`src/rtl/toggle_handshake_rx.sv`:
```
// Receiver for a two-phase toggle handshake: synchronizes req_t, captures data_in,
// presents it on a valid/ready stream and answers by toggling ack_t.
module toggle_handshake_rx #(
  parameter int unsigned DATA_W      = 8,
  parameter int unsigned SYNC_STAGES = 2,
  parameter int unsigned CNT_W       = 16
) (
  input  logic              clk,
  input  logic              reset,
  input  logic              req_t,
  input  logic [DATA_W-1:0] data_in,
  output logic              ack_t,
  output logic [DATA_W-1:0] dout,
  output logic              dout_valid,
  input  logic              dout_ready,
  output logic              overrun,
  output logic [CNT_W-1:0]  xfer_count
);

  typedef enum logic {
    IDLE,
    HOLD
  } state_t;

  state_t state_q, state_d;

  logic [SYNC_STAGES-1:0] sync_q;
  logic                   req_s;
  logic                   req_seen_q, req_seen_d;
  logic                   pending;

  logic                   ack_d;
  logic [DATA_W-1:0]      dout_d;
  logic                   valid_d;
  logic                   overrun_d;
  logic [CNT_W-1:0]       count_d;

  always_ff @(posedge clk or negedge reset) begin
    if (!reset) begin
      sync_q <= '0;
    end else begin
      sync_q <= {sync_q[SYNC_STAGES-2:0], req_t};
    end
  end

  assign req_s   = sync_q[SYNC_STAGES-1];
  assign pending = (req_s != req_seen_q);

  always_ff @(posedge clk or negedge reset) begin
    if (!reset) begin
      state_q    <= IDLE;
      req_seen_q <= 1'b0;
      ack_t      <= 1'b0;
      dout       <= '0;
      dout_valid <= 1'b0;
      overrun    <= 1'b0;
      xfer_count <= '0;
    end else begin
      state_q    <= state_d;
      req_seen_q <= req_seen_d;
      ack_t      <= ack_d;
      dout       <= dout_d;
      dout_valid <= valid_d;
      overrun    <= overrun_d;
      xfer_count <= count_d;
    end
  end

  always_comb begin
    state_d    = state_q;
    req_seen_d = req_seen_q;
    ack_d      = ack_t;
    dout_d     = dout;
    valid_d    = dout_valid;
    overrun_d  = overrun;
    count_d    = xfer_count;
    case (state_q)
      IDLE: begin
        if (pending) begin
          dout_d     = data_in;
          req_seen_d = req_s;
          valid_d    = 1'b1;
          state_d    = HOLD;
        end
      end
      HOLD: begin
        // An early toggle stays pending (req_seen untouched) and is serviced from IDLE later.
        if (pending) begin
          overrun_d = 1'b1;
        end
        if (dout_ready) begin
          valid_d = 1'b0;
          ack_d   = ~ack_t;
          count_d = xfer_count + CNT_W'(1);
          state_d = IDLE;
        end
      end
      default: state_d = IDLE;
    endcase
  end

endmodule
```
`config.mk`:
```
export PLATFORM = sky130hd
export DESIGN_NAME = toggle_handshake_rx
export DESIGN_NICKNAME = d
export VERILOG_FILES = /design/src/rtl/toggle_handshake_rx.sv
export SDC_FILE = /design/constraint.sdc
export NUM_CORES = 1
export LEC_CHECK = 0
export BUFFER_PORTS_ARGS = -buffer_cell sky130_fd_sc_hd__buf_2
export CAP_MARGIN = 20
export CORE_MARGIN = 1
export CORE_UTILIZATION = 40
export CTS_BUF_LIST = sky130_fd_sc_hd__clkbuf_8
export DETAILED_ROUTE_END_ITERATION = 8
export SLEW_MARGIN = 20
export SYNTH_ARGS = -nofsm -noshare
export SYNTH_HDL_FRONTEND = slang
export SYNTH_SLANG_ARGS = --single-unit
```
`constraint.sdc`:
```
create_clock -name clk -period 2.2 [get_ports clk]
set_input_delay 0.33 -clock clk [delete_from_list [all_inputs] [get_ports clk]]
set_output_delay 0.33 -clock clk [all_outputs]
set_load 0.03 [all_outputs]
```
==> results.toml, run 1 <==
[floorplanning]
floorplan.die.width_um = 58.4
floorplan.die.height_um = 58.4
count_of_pins_on_the_block_boundary = 39
floorplan.initialDensity_pct = 42.0
dieArea_um2 = 3410
std_cell_rows = 20
floorplan.core_area_um2 = 3030

[placement]
placement.io_buffers = 38
dp_hpwl_um = 1530
place_congestion = 0.705
dpl-instance-area_um2 = 1510

[sta]
highest_clock_rate_mhz = 723
fin_skew_ns = 0.00796
fin_crit_ns = 1.38
setup_viol_count_final = 0
ratio_of_final_minimum_period_to_clock_period_pct = 62.9
worst_slew_margin_rel_pct = 55.4
number_of_slew_limit_violations_in_the_final_report = 0
grt_setup_unrepaired = "no"
setup_total_negative_slack_ns = 0
report.final.hold_viol_count = 0
worstMarginPinSlew_ns = 0.669

[synth]
synthesis.area_per_instance_um2 = 13.1
synth_nets = 110
synth_cells = 97
yosysSeqAreaShare_pct = 61.0
synth-warning-count = 0
post_synth_num_cell_types = 20
synth.ff_latch_count = 31
syn_area_um2 = 1270

[clock_tree]
cts.path.max_buffers = 2
cts.clk_slew.worst_paths_ns = 0.06
ctsResizeCount = 0
clock-root-buffer = "clkbuf_8"
number_of_cts_inserted_buffers = 5
worst_skew_pair_later_pin_latency_ns = 0.28
cts_max_level = 2
holdBufCountCts = 0
post_cts.repair.setup_buffers = 0
tritoncts = "done"
clk_sink_count = 31

[route]
drc = 0
totalWireLength_um = 2080
drt-pass1-iter-count = 4
via_count = 850
ant_nets = 0
via_per_inst = 4.59
first_iter_violations = 24
route.detailed.wl_per_inst_um = 11.2

[critical_path]
regToRegStartpoint = "req_seen_q$_DFFE_PN0P_"
cp_data_arrival_time_ns = 1.55
cp_data_required_time_ns = 2.37
reg2reg_slack_ns = 0.82
worst_r2r_endpoint = "dout[4]$_DFFE_PN0P_"
criticalPathCategory = "flip-flop to flip-flop"
setup.worst_path.end_class = "flip-flop"
critical_path.max_fanout = 9
startpoint_type = "flip-flop"
rr_worst_depth = 4

[outcome]
status = "completed"

[hold_path]
hold_path_class = "primary input to asynchronous set/reset pin"

[grt]
grt_antenna_before_repair = 0
grt_pass1_wl_um = 3560
total_congestion_overflow = 0
grt_max_degree = 32
groute.usage.overall_pct = 14.7
vias_in_the_first_global_route = 819

[finish]
layout-drive-gt1-share_pct = 44.0
layout-area-overhead-vs-synth_pct = 25.6
n_antenna_cell = 0
stdcell_area_um2 = 1600
final_nets = 154

[flow_run]
max-cap-violations = 0

[power]
pwr_density_cell_nw_per_um2 = 1340
vdd_drop_max_uv = 647
leakagePower_nw = 0.797
==> metrics by stage <==
step / worst slack, ns / utilization, % / power (W) / instances / hold slack (ns)
6_report: 0.816 / 52.8 / 0.00214 / 185 / 0.0796
3_5_place_dp: 0.813 / 49.9 / 0.00172 / 178 / 0.339
5_1_grt: 0.685 / 52.8 / 0.00227 / 185 / 0.138
3_3_place_gp: 0.844 / 49.9 / 0.00170 / 178 / 0.337
2_1_floorplan: 0.803 / - / 0.00150 / 97 / 0.0344
4_1_cts: 0.805 / 52.8 / 0.00217 / 185 / 0.0959
==> state kept, by name (all words and copies together), names as in the netlist <==
register	count
xfer_count	16
dout	8
req_seen_q	1
dout_valid	1
ack_t	1
overrun	1
sync_q	2
state_q	1
==> layer usage <==
layer  up-vias  GRT usage [%]  wire (um)
li1        406              -          -
met1       414           17.4        972
met2        22           22.0        946
met3         8           5.27        104
met4         0           11.2         53
met5         -              0          0
==> where the power goes <==
group | internal (W) | switching, W
Clock | 0.000245 | 0.000195
Sequential | 0.000743 | 0.000155
Combinational | 0.000311 | 0.000494
Total | 0.00130 | 0.000844
==> worst max-delay path, stage by stage, from the launching register on <==
cell,delay (ns)
dfrtp_1,0.38
xor2_1,0.21
nor2b_1,0.16
buf_4,0.18
mux2_2,0.34
==> worst max-delay path by stage <==
stage | start | cells after the start | to | slack (ns)
floorplan | xfer_count[0]$_DFFE_PN0P_ | 5 | xfer_count[10]$_DFFE_PN0P_ | 0.80
global placement | req_seen_q$_DFFE_PN0P_ | 4 | dout[5]$_DFFE_PN0P_ | 0.84
detailed placement | req_seen_q$_DFFE_PN0P_ | 4 | dout[4]$_DFFE_PN0P_ | 0.81
CTS | req_seen_q$_DFFE_PN0P_ | 4 | dout[4]$_DFFE_PN0P_ | 0.81
global route | req_seen_q$_DFFE_PN0P_ | 4 | dout[4]$_DFFE_PN0P_ | 0.68
finish | req_seen_q$_DFFE_PN0P_ | 4 | dout[4]$_DFFE_PN0P_ | 0.82
==> cell families after synthesis <==
kind of cell | after synthesis | share of synthesized area, %
buf+inv | 2 | 1.18
xor+xnor | 17 | 11.7
compound gates | 1 | 0.590
simple gates | 35 | 15.7
mux | 10 | 8.85
fa+ha+maj | 1 | 0.983
flops | 31 | 61.0
==> area by class of cell <==
cell class                      instances  area, um^2
Clock buffer                            6        82.6
Clock inverter                          1        5.00
Fill cell                             283        1430
Multi-Input combinational cell         64         482
Sequential cell                        31         776
Tap cell                               44        55.1
Timing Repair Buffer                   39         198
==> synth_stat cells, drive strengths merged <==
library cell	n	area, um^2
mux2	10	113
nor2b	1	6.26
and2	2	13.8
nor3	2	20.0
dfrtp	31	776
a21o	1	7.51
nand2	7	28.8
buf	2	15.0
or2	2	12.5
nand3	5	25.0
xor2	8	70.1
and3	1	6.26
nand4	4	46.3
nor2	11	41.3
xnor2	9	78.8
ha	1	12.5
==> cell usage in the layout, fill, tap and decap left out, types with 2 or more instances in the layout <==
cell type   n
or2_1       2
buf_2      38
xor2_1      8
xnor2_1     9
nor2_1     11
mux2_2     10
nand4_1     2
dfrtp_1    31
nor3_2      2
clkbuf_8    6
nand2_1     6
nand3_1     5
(Power assumes the default switching activity.)
==> inputs of run 2 (changes only) <==
==> constraint.sdc (replaced) <==
create_clock -name clk -period 1.34 [get_ports clk]
set_input_delay 0.201 -clock clk [delete_from_list [all_inputs] [get_ports clk]]
set_output_delay 0.201 -clock clk [all_outputs]
set_load 0.03 [all_outputs]
==> run 2 against run 1 <==
The run now ends with setup timing left. Combinational power grew 110%. Sequential share of layout area shrank 4.0 points. Fmax grew 2.7%. Count of clock-buffer cells in the layout grew 1. Global-route usage shrank 0.075 points. Sequential power grew 67%. Die area is the same. Critical endpoint is now dout[7]$_DFFE_PN0P_.
==> results.toml, run 2 (synthesis results as in run 1) <==
[floorplanning]
floorplan.core_area_um2 = 3030
floorplan.initialDensity_pct = 42.0
count_of_pins_on_the_block_boundary = 39
floorplan.die.width_um = 58.4
std_cell_rows = 20
dieArea_um2 = 3410
floorplan.die.height_um = 58.4

[route]
drt-pass1-iter-count = 3
first_iter_violations = 42
ant_nets = 0
route.detailed.wl_per_inst_um = 11.7
via_per_inst = 4.49
via_count = 875
totalWireLength_um = 2270
drc = 0

[grt]
vias_in_the_first_global_route = 855
total_congestion_overflow = 0
groute.usage.overall_pct = 14.7
grt_max_degree = 32
grt_antenna_before_repair = 0
grt_pass1_wl_um = 3700

[power]
vdd_drop_max_uv = 1240
leakagePower_nw = 0.887
power.total_w = 0.00397
pwr_density_cell_nw_per_um2 = 2260

[placement]
detailedPlace.worstSlack_ns = -0.00175
dpl-instance-area_um2 = 1550
dp_hpwl_um = 1540
place_congestion = 0.672
placement.io_buffers = 38

[finish]
most_frequent_cells_in_the_layout = "buf_2, dfrtp_1, nor2_1, xnor2_1, buf_4"
n_antenna_cell = 0
largest_reg_flops = 16
num-fill-cells = 271
layout-area-overhead-vs-synth_pct = 38.3
multi_input_area_um2 = 549
layout-drive-gt1-share_pct = 54.3
final-seq-area_um2 = 783
stdcell_area_um2 = 1760
biggestRegsByFlops = "xfer_count (16), dout (8), sync_q (2)"
final_nets = 163
largest_register = "xfer_count"
final_common_cell = "buf_2"

[sta]
highest_clock_rate_mhz = 742
worst_slew_margin_rel_pct = 54.4
ratio_of_final_minimum_period_to_clock_period_pct = 101
report.final.hold_viol_count = 0
fin_crit_ns = 1.35
grt_setup_unrepaired = "yes"
worstMarginPinSlew_ns = 0.684
fin_skew_ns = 0.00358
setup_total_negative_slack_ns = -0.0163
setup_viol_count_final = 3
number_of_slew_limit_violations_in_the_final_report = 0
worst_slack_ns = -0.00754

[outcome]
failed_checks = "setup timing"
status = "finished with violations"

[clock_tree]
number_of_cts_inserted_buffers = 5
clk_sink_count = 31
tritoncts = "done"
cts.clk_slew.worst_paths_ns = 0.06
cts_max_level = 2
clock-root-buffer = "clkbuf_8"
cts.path.max_buffers = 2
worst_skew_pair_later_pin_latency_ns = 0.28

[critical_path]
setup.worst_path.end_class = "flip-flop"
critical_path.max_fanout = 4
cp_top_family = "flip-flops"
cp_data_arrival_time_ns = 1.51
criticalPathCategory = "flip-flop to flip-flop"
timing.critical_path.slowest_stage_cell = "dfrtp_1"
crit_chain = "xor2_2 > nor2b_4 > buf_4 > mux2_2"
critPathBufInv = 1
cp_data_required_time_ns = 1.50
startpoint_type = "flip-flop"
slowest_delay_ns = 0.40

[flow_run]
max-cap-violations = 0

[hold_path]
hold_path_class = "primary input to flip-flop"
[run 2: cell count changes in the layout (fill, tap and decap cells not counted), sizes merged]
cell | before | now
buf | 39 | 47
clkbuf | 6 | 7
clkinv | 1 | 0
dlygate4sd3 | 0 | 1
inv | 0 | 1
[run 2: power breakdown]
| part | total [W] | leakage, nW | internal (W) | switching, W |
|---|---|---|---|---|
| combinational | 0.00168 | 0.452 | 0.000762 | 0.000918 |
| sequential | 0.00150 | 0.380 | 0.00124 | 0.000266 |
| clock | 0.000786 | 0.0557 | 0.000460 | 0.000325 |
| total | 0.00397 | 0.887 | 0.00246 | 0.00151 |
[run 2: worst register-to-register path, delay by kind of cell, from the launching register on]
kind | cells | cell delay [ns]
flip-flops | 1 | 0.40
AND/OR/NAND/NOR | 1 | 0.18
multiplexers | 1 | 0.32
XOR/XNOR | 1 | 0.18
buffers and inverters | 1 | 0.14
[run 2: metrics by stage]
stage	instances	util (%)	hold slack (ns)
2_1_floorplan	97	-	-0.0946
3_3_place_gp	183	51.3	0.277
3_5_place_dp	183	51.3	0.286
4_1_cts	192	54.9	0.0274
5_1_grt	195	58.1	0.0228
6_report	195	58.1	0.0315
[run 2: path summary, 6_finish.rpt]
kind / start / endpoint / slack (ns) / cells after the start
max in group asynchronous: reset / xfer_count[0]$_DFFE_PN0P_ / 0.34 / 2
setup / recovery: sync_q[1]$_DFF_PN0_ / dout[7]$_DFFE_PN0P_ / -0.008 / 4
min in group asynchronous: reset / dout[5]$_DFFE_PN0P_ / 0.51 / 2
hold / removal: req_t / sync_q[0]$_DFF_PN0_ / 0.03 / 1
hold reg to reg: sync_q[0]$_DFF_PN0_ / sync_q[1]$_DFF_PN0_ / 0.35 / 0
setup reg to reg: sync_q[1]$_DFF_PN0_ / dout[7]$_DFFE_PN0P_ / -0.008 / 4
[run 2: cell type report]
class	count	share of cell area, %
well taps	44	3.13
flip-flops and latches	31	44.5
clock buffers	7	5.48
clock inverters	1	0.213
repair buffers	48	15.4
multi-input cells	64	31.2
[run 2: timing repair]
item / 4_1_cts / 5_1_grt
setup buffers: 0 / 2
endpoints found under the setup margin: 8 / 13
pin swaps: 0 / 4
hold endpoints to repair: 31 / 0
gates resized for setup: 0 / 20
cloned: 0 / 1
hold buffers: 1 / 0
[run 2: per-layer routing]
layer / GRT usage [%] / part of all wire [%] / up-vias / wire length, um
li1: - / - / 427 / -
met1: 18.9 / 46 / 425 / 1050
met2: 22.2 / 48 / 21 / 1090
met3: 6.37 / 5.1 / 2 / 116
met4: 5.10 / 0.62 / 0 / 14
met5: 0 / 0 / - / 0
==> inputs of run 3 (changes only) <==
--- a/config.mk
+++ b/config.mk
@@ -11,6 +11,7 @@
 export CORE_UTILIZATION = 40
 export CTS_BUF_LIST = sky130_fd_sc_hd__clkbuf_8
 export DETAILED_ROUTE_END_ITERATION = 8
+export REMOVE_ABC_BUFFERS = 1
 export SLEW_MARGIN = 20
 export SYNTH_ARGS = -nofsm -noshare
 export SYNTH_HDL_FRONTEND = slang
==> run 3 against run 2 <==
The flow still finishes with violations (setup timing). Critical endpoint is now dout[2]$_DFFE_PN0P_. Fmax about the same. Via count decreased by 1.3%. Routed wire length is 1.9% lower. Largest cell class unchanged. Highest routed layer unchanged. Critical path type unchanged.
==> results.toml, run 3 (synthesis results as in run 1) <==
[critical_path]
startpoint_type = "flip-flop"
criticalPathCategory = "flip-flop to flip-flop"
critical_path.max_fanout = 9
slowest_delay_ns = 0.39
cp_data_required_time_ns = 1.50
setup.worst_path.end_class = "flip-flop"
crit_chain = "xor2_1 > nor2b_1 > buf_4 > mux2_2"
timing.critical_path.slowest_stage_cell = "dfrtp_1"
cp_data_arrival_time_ns = 1.51
cp_top_family = "flip-flops"
critPathBufInv = 1

[floorplanning]
floorplan.initialDensity_pct = 42.0
floorplan.die.height_um = 58.4
floorplan.die.width_um = 58.4
count_of_pins_on_the_block_boundary = 39
std_cell_rows = 20
dieArea_um2 = 3410
floorplan.core_area_um2 = 3030

[sta]
worstMarginPinSlew_ns = 0.376
grt_setup_unrepaired = "yes"
fin_skew_ns = 0.00422
setup_viol_count_final = 7
report.final.hold_viol_count = 0
worst_slew_margin_rel_pct = 74.9
worst_slack_ns = -0.00813
ratio_of_final_minimum_period_to_clock_period_pct = 101
highest_clock_rate_mhz = 742
fin_crit_ns = 1.35
number_of_slew_limit_violations_in_the_final_report = 0

[flow_run]
max-cap-violations = 0

[placement]
placement.io_buffers = 38
placed_cells_incl_taps = 184
place_congestion = 0.765
dp_hpwl_um = 1590

[route]
first_iter_violations = 20
via_per_inst = 4.43
ant_nets = 0
route.detailed.wl_per_inst_um = 11.4
drc = 0
totalWireLength_um = 2230
drt-pass1-iter-count = 4
via_count = 864

[power]
vdd_drop_max_uv = 1160
leakagePower_nw = 0.861
pwr_density_cell_nw_per_um2 = 2180
power.total_w = 0.00366

[finish]
num-fill-cells = 281
largest_register = "xfer_count"
largest_reg_flops = 16
n_antenna_cell = 0
layout-drive-gt1-share_pct = 48.3
final_common_cell = "buf_2"
biggestRegsByFlops = "xfer_count (16), dout (8), sync_q (2)"
most_frequent_cells_in_the_layout = "buf_2, dfrtp_1, nor2_1"
final_cell_count_no_fill = 195
final_nets = 163
layout-area-overhead-vs-synth_pct = 32.1

[clock_tree]
clk_sink_count = 31
cts.clk_slew.worst_paths_ns = 0.06
worst_skew_pair_later_pin_latency_ns = 0.28
cts_max_level = 2
cts.path.max_buffers = 2
number_of_cts_inserted_buffers = 5
clock-root-buffer = "clkbuf_8"
tritoncts = "done"

[hold_path]
hold_path_class = "primary input to flip-flop"

[outcome]
status = "finished with violations"
failed_checks = "setup timing"

[grt]
grt_max_degree = 32
grt_pass1_wl_um = 3660
vias_in_the_first_global_route = 844
total_congestion_overflow = 0
grt_antenna_before_repair = 0
groute.usage.overall_pct = 15.2
==> run 3: cell types whose count changed in the layout (fill, tap and decap cells not counted), sizes merged <==
cell	delta
inv	+1
clkinv	+1
clkbuf	-2
==> run 3: per-layer routing <==
layer | track usage, % | share of wire, % | vias to the layer above
met5 | 0 | 0 | -
met4 | 8.16 | 2.3 | 0
met3 | 6.81 | 5.4 | 8
met2 | 25.8 | 52 | 25
met1 | 15.6 | 41 | 406
li1 | - | - | 425
==> run 3: worst paths after layout <==
path | slack, ns | depth (start not counted) | to | from
worst min-delay path | 0.03 | 1 | sync_q[0]$_DFF_PN0_ | req_t
worst max register to register | -0.008 | 4 | dout[2]$_DFFE_PN0P_ | req_seen_q$_DFFE_PN0P_
worst min register to register | 0.35 | 0 | sync_q[1]$_DFF_PN0_ | sync_q[0]$_DFF_PN0_
min in group asynchronous | 0.46 | 3 | xfer_count[4]$_DFFE_PN0P_ | reset
max in group asynchronous | 0.58 | 3 | state_q$_DFF_PN0_ | reset
worst max-delay path | -0.008 | 4 | dout[2]$_DFFE_PN0P_ | req_seen_q$_DFFE_PN0P_
==> run 3: repair_timing <==
item	in CTS	in global routing
hold buffers	1	0
resized for setup	1	5
hold endpoints to repair	31	0
setup buffers	0	2
setup endpoints to repair	8	15
==> run 3: layout make-up <==
| class | count | area, um^2 | share of cell area, % |
|---|---|---|---|
| sequential | 31 | 777 | 46.2 |
| multi-input combinational | 64 | 499 | 29.7 |
| timing repair buffer | 48 | 268 | 15.9 |
| clock buffer | 5 | 68.8 | 4.10 |
| tap | 44 | 55.1 | 3.28 |
| clock inverter | 3 | 12.5 | 0.745 |
==> run 3: where the power goes <==
group          switching (W)  internal, W
Combinational       0.000881     0.000645
Sequential          0.000244      0.00122
Clock               0.000314     0.000348
Total                0.00144      0.00222
==> run 3: stage by stage <==
stage / util [%] / worst slack [ns] / hold slack [ns] / instance area (um^2) / setup TNS (ns)
6_report: 55.5 / -0.00813 / 0.0276 / 1680 / -0.0358
5_1_grt: 55.5 / -0.0971 / 0.0196 / 1680 / -0.747
4_1_cts: 54.5 / -0.0316 / 0.0198 / 1650 / -0.183
3_5_place_dp: 51.4 / -0.0212 / 0.235 / 1560 / -0.112
3_3_place_gp: 51.4 / 0.0212 / 0.235 / 1560 / 0
2_1_floorplan: - / -0.218 / -0.0946 / 1260 / -1.81
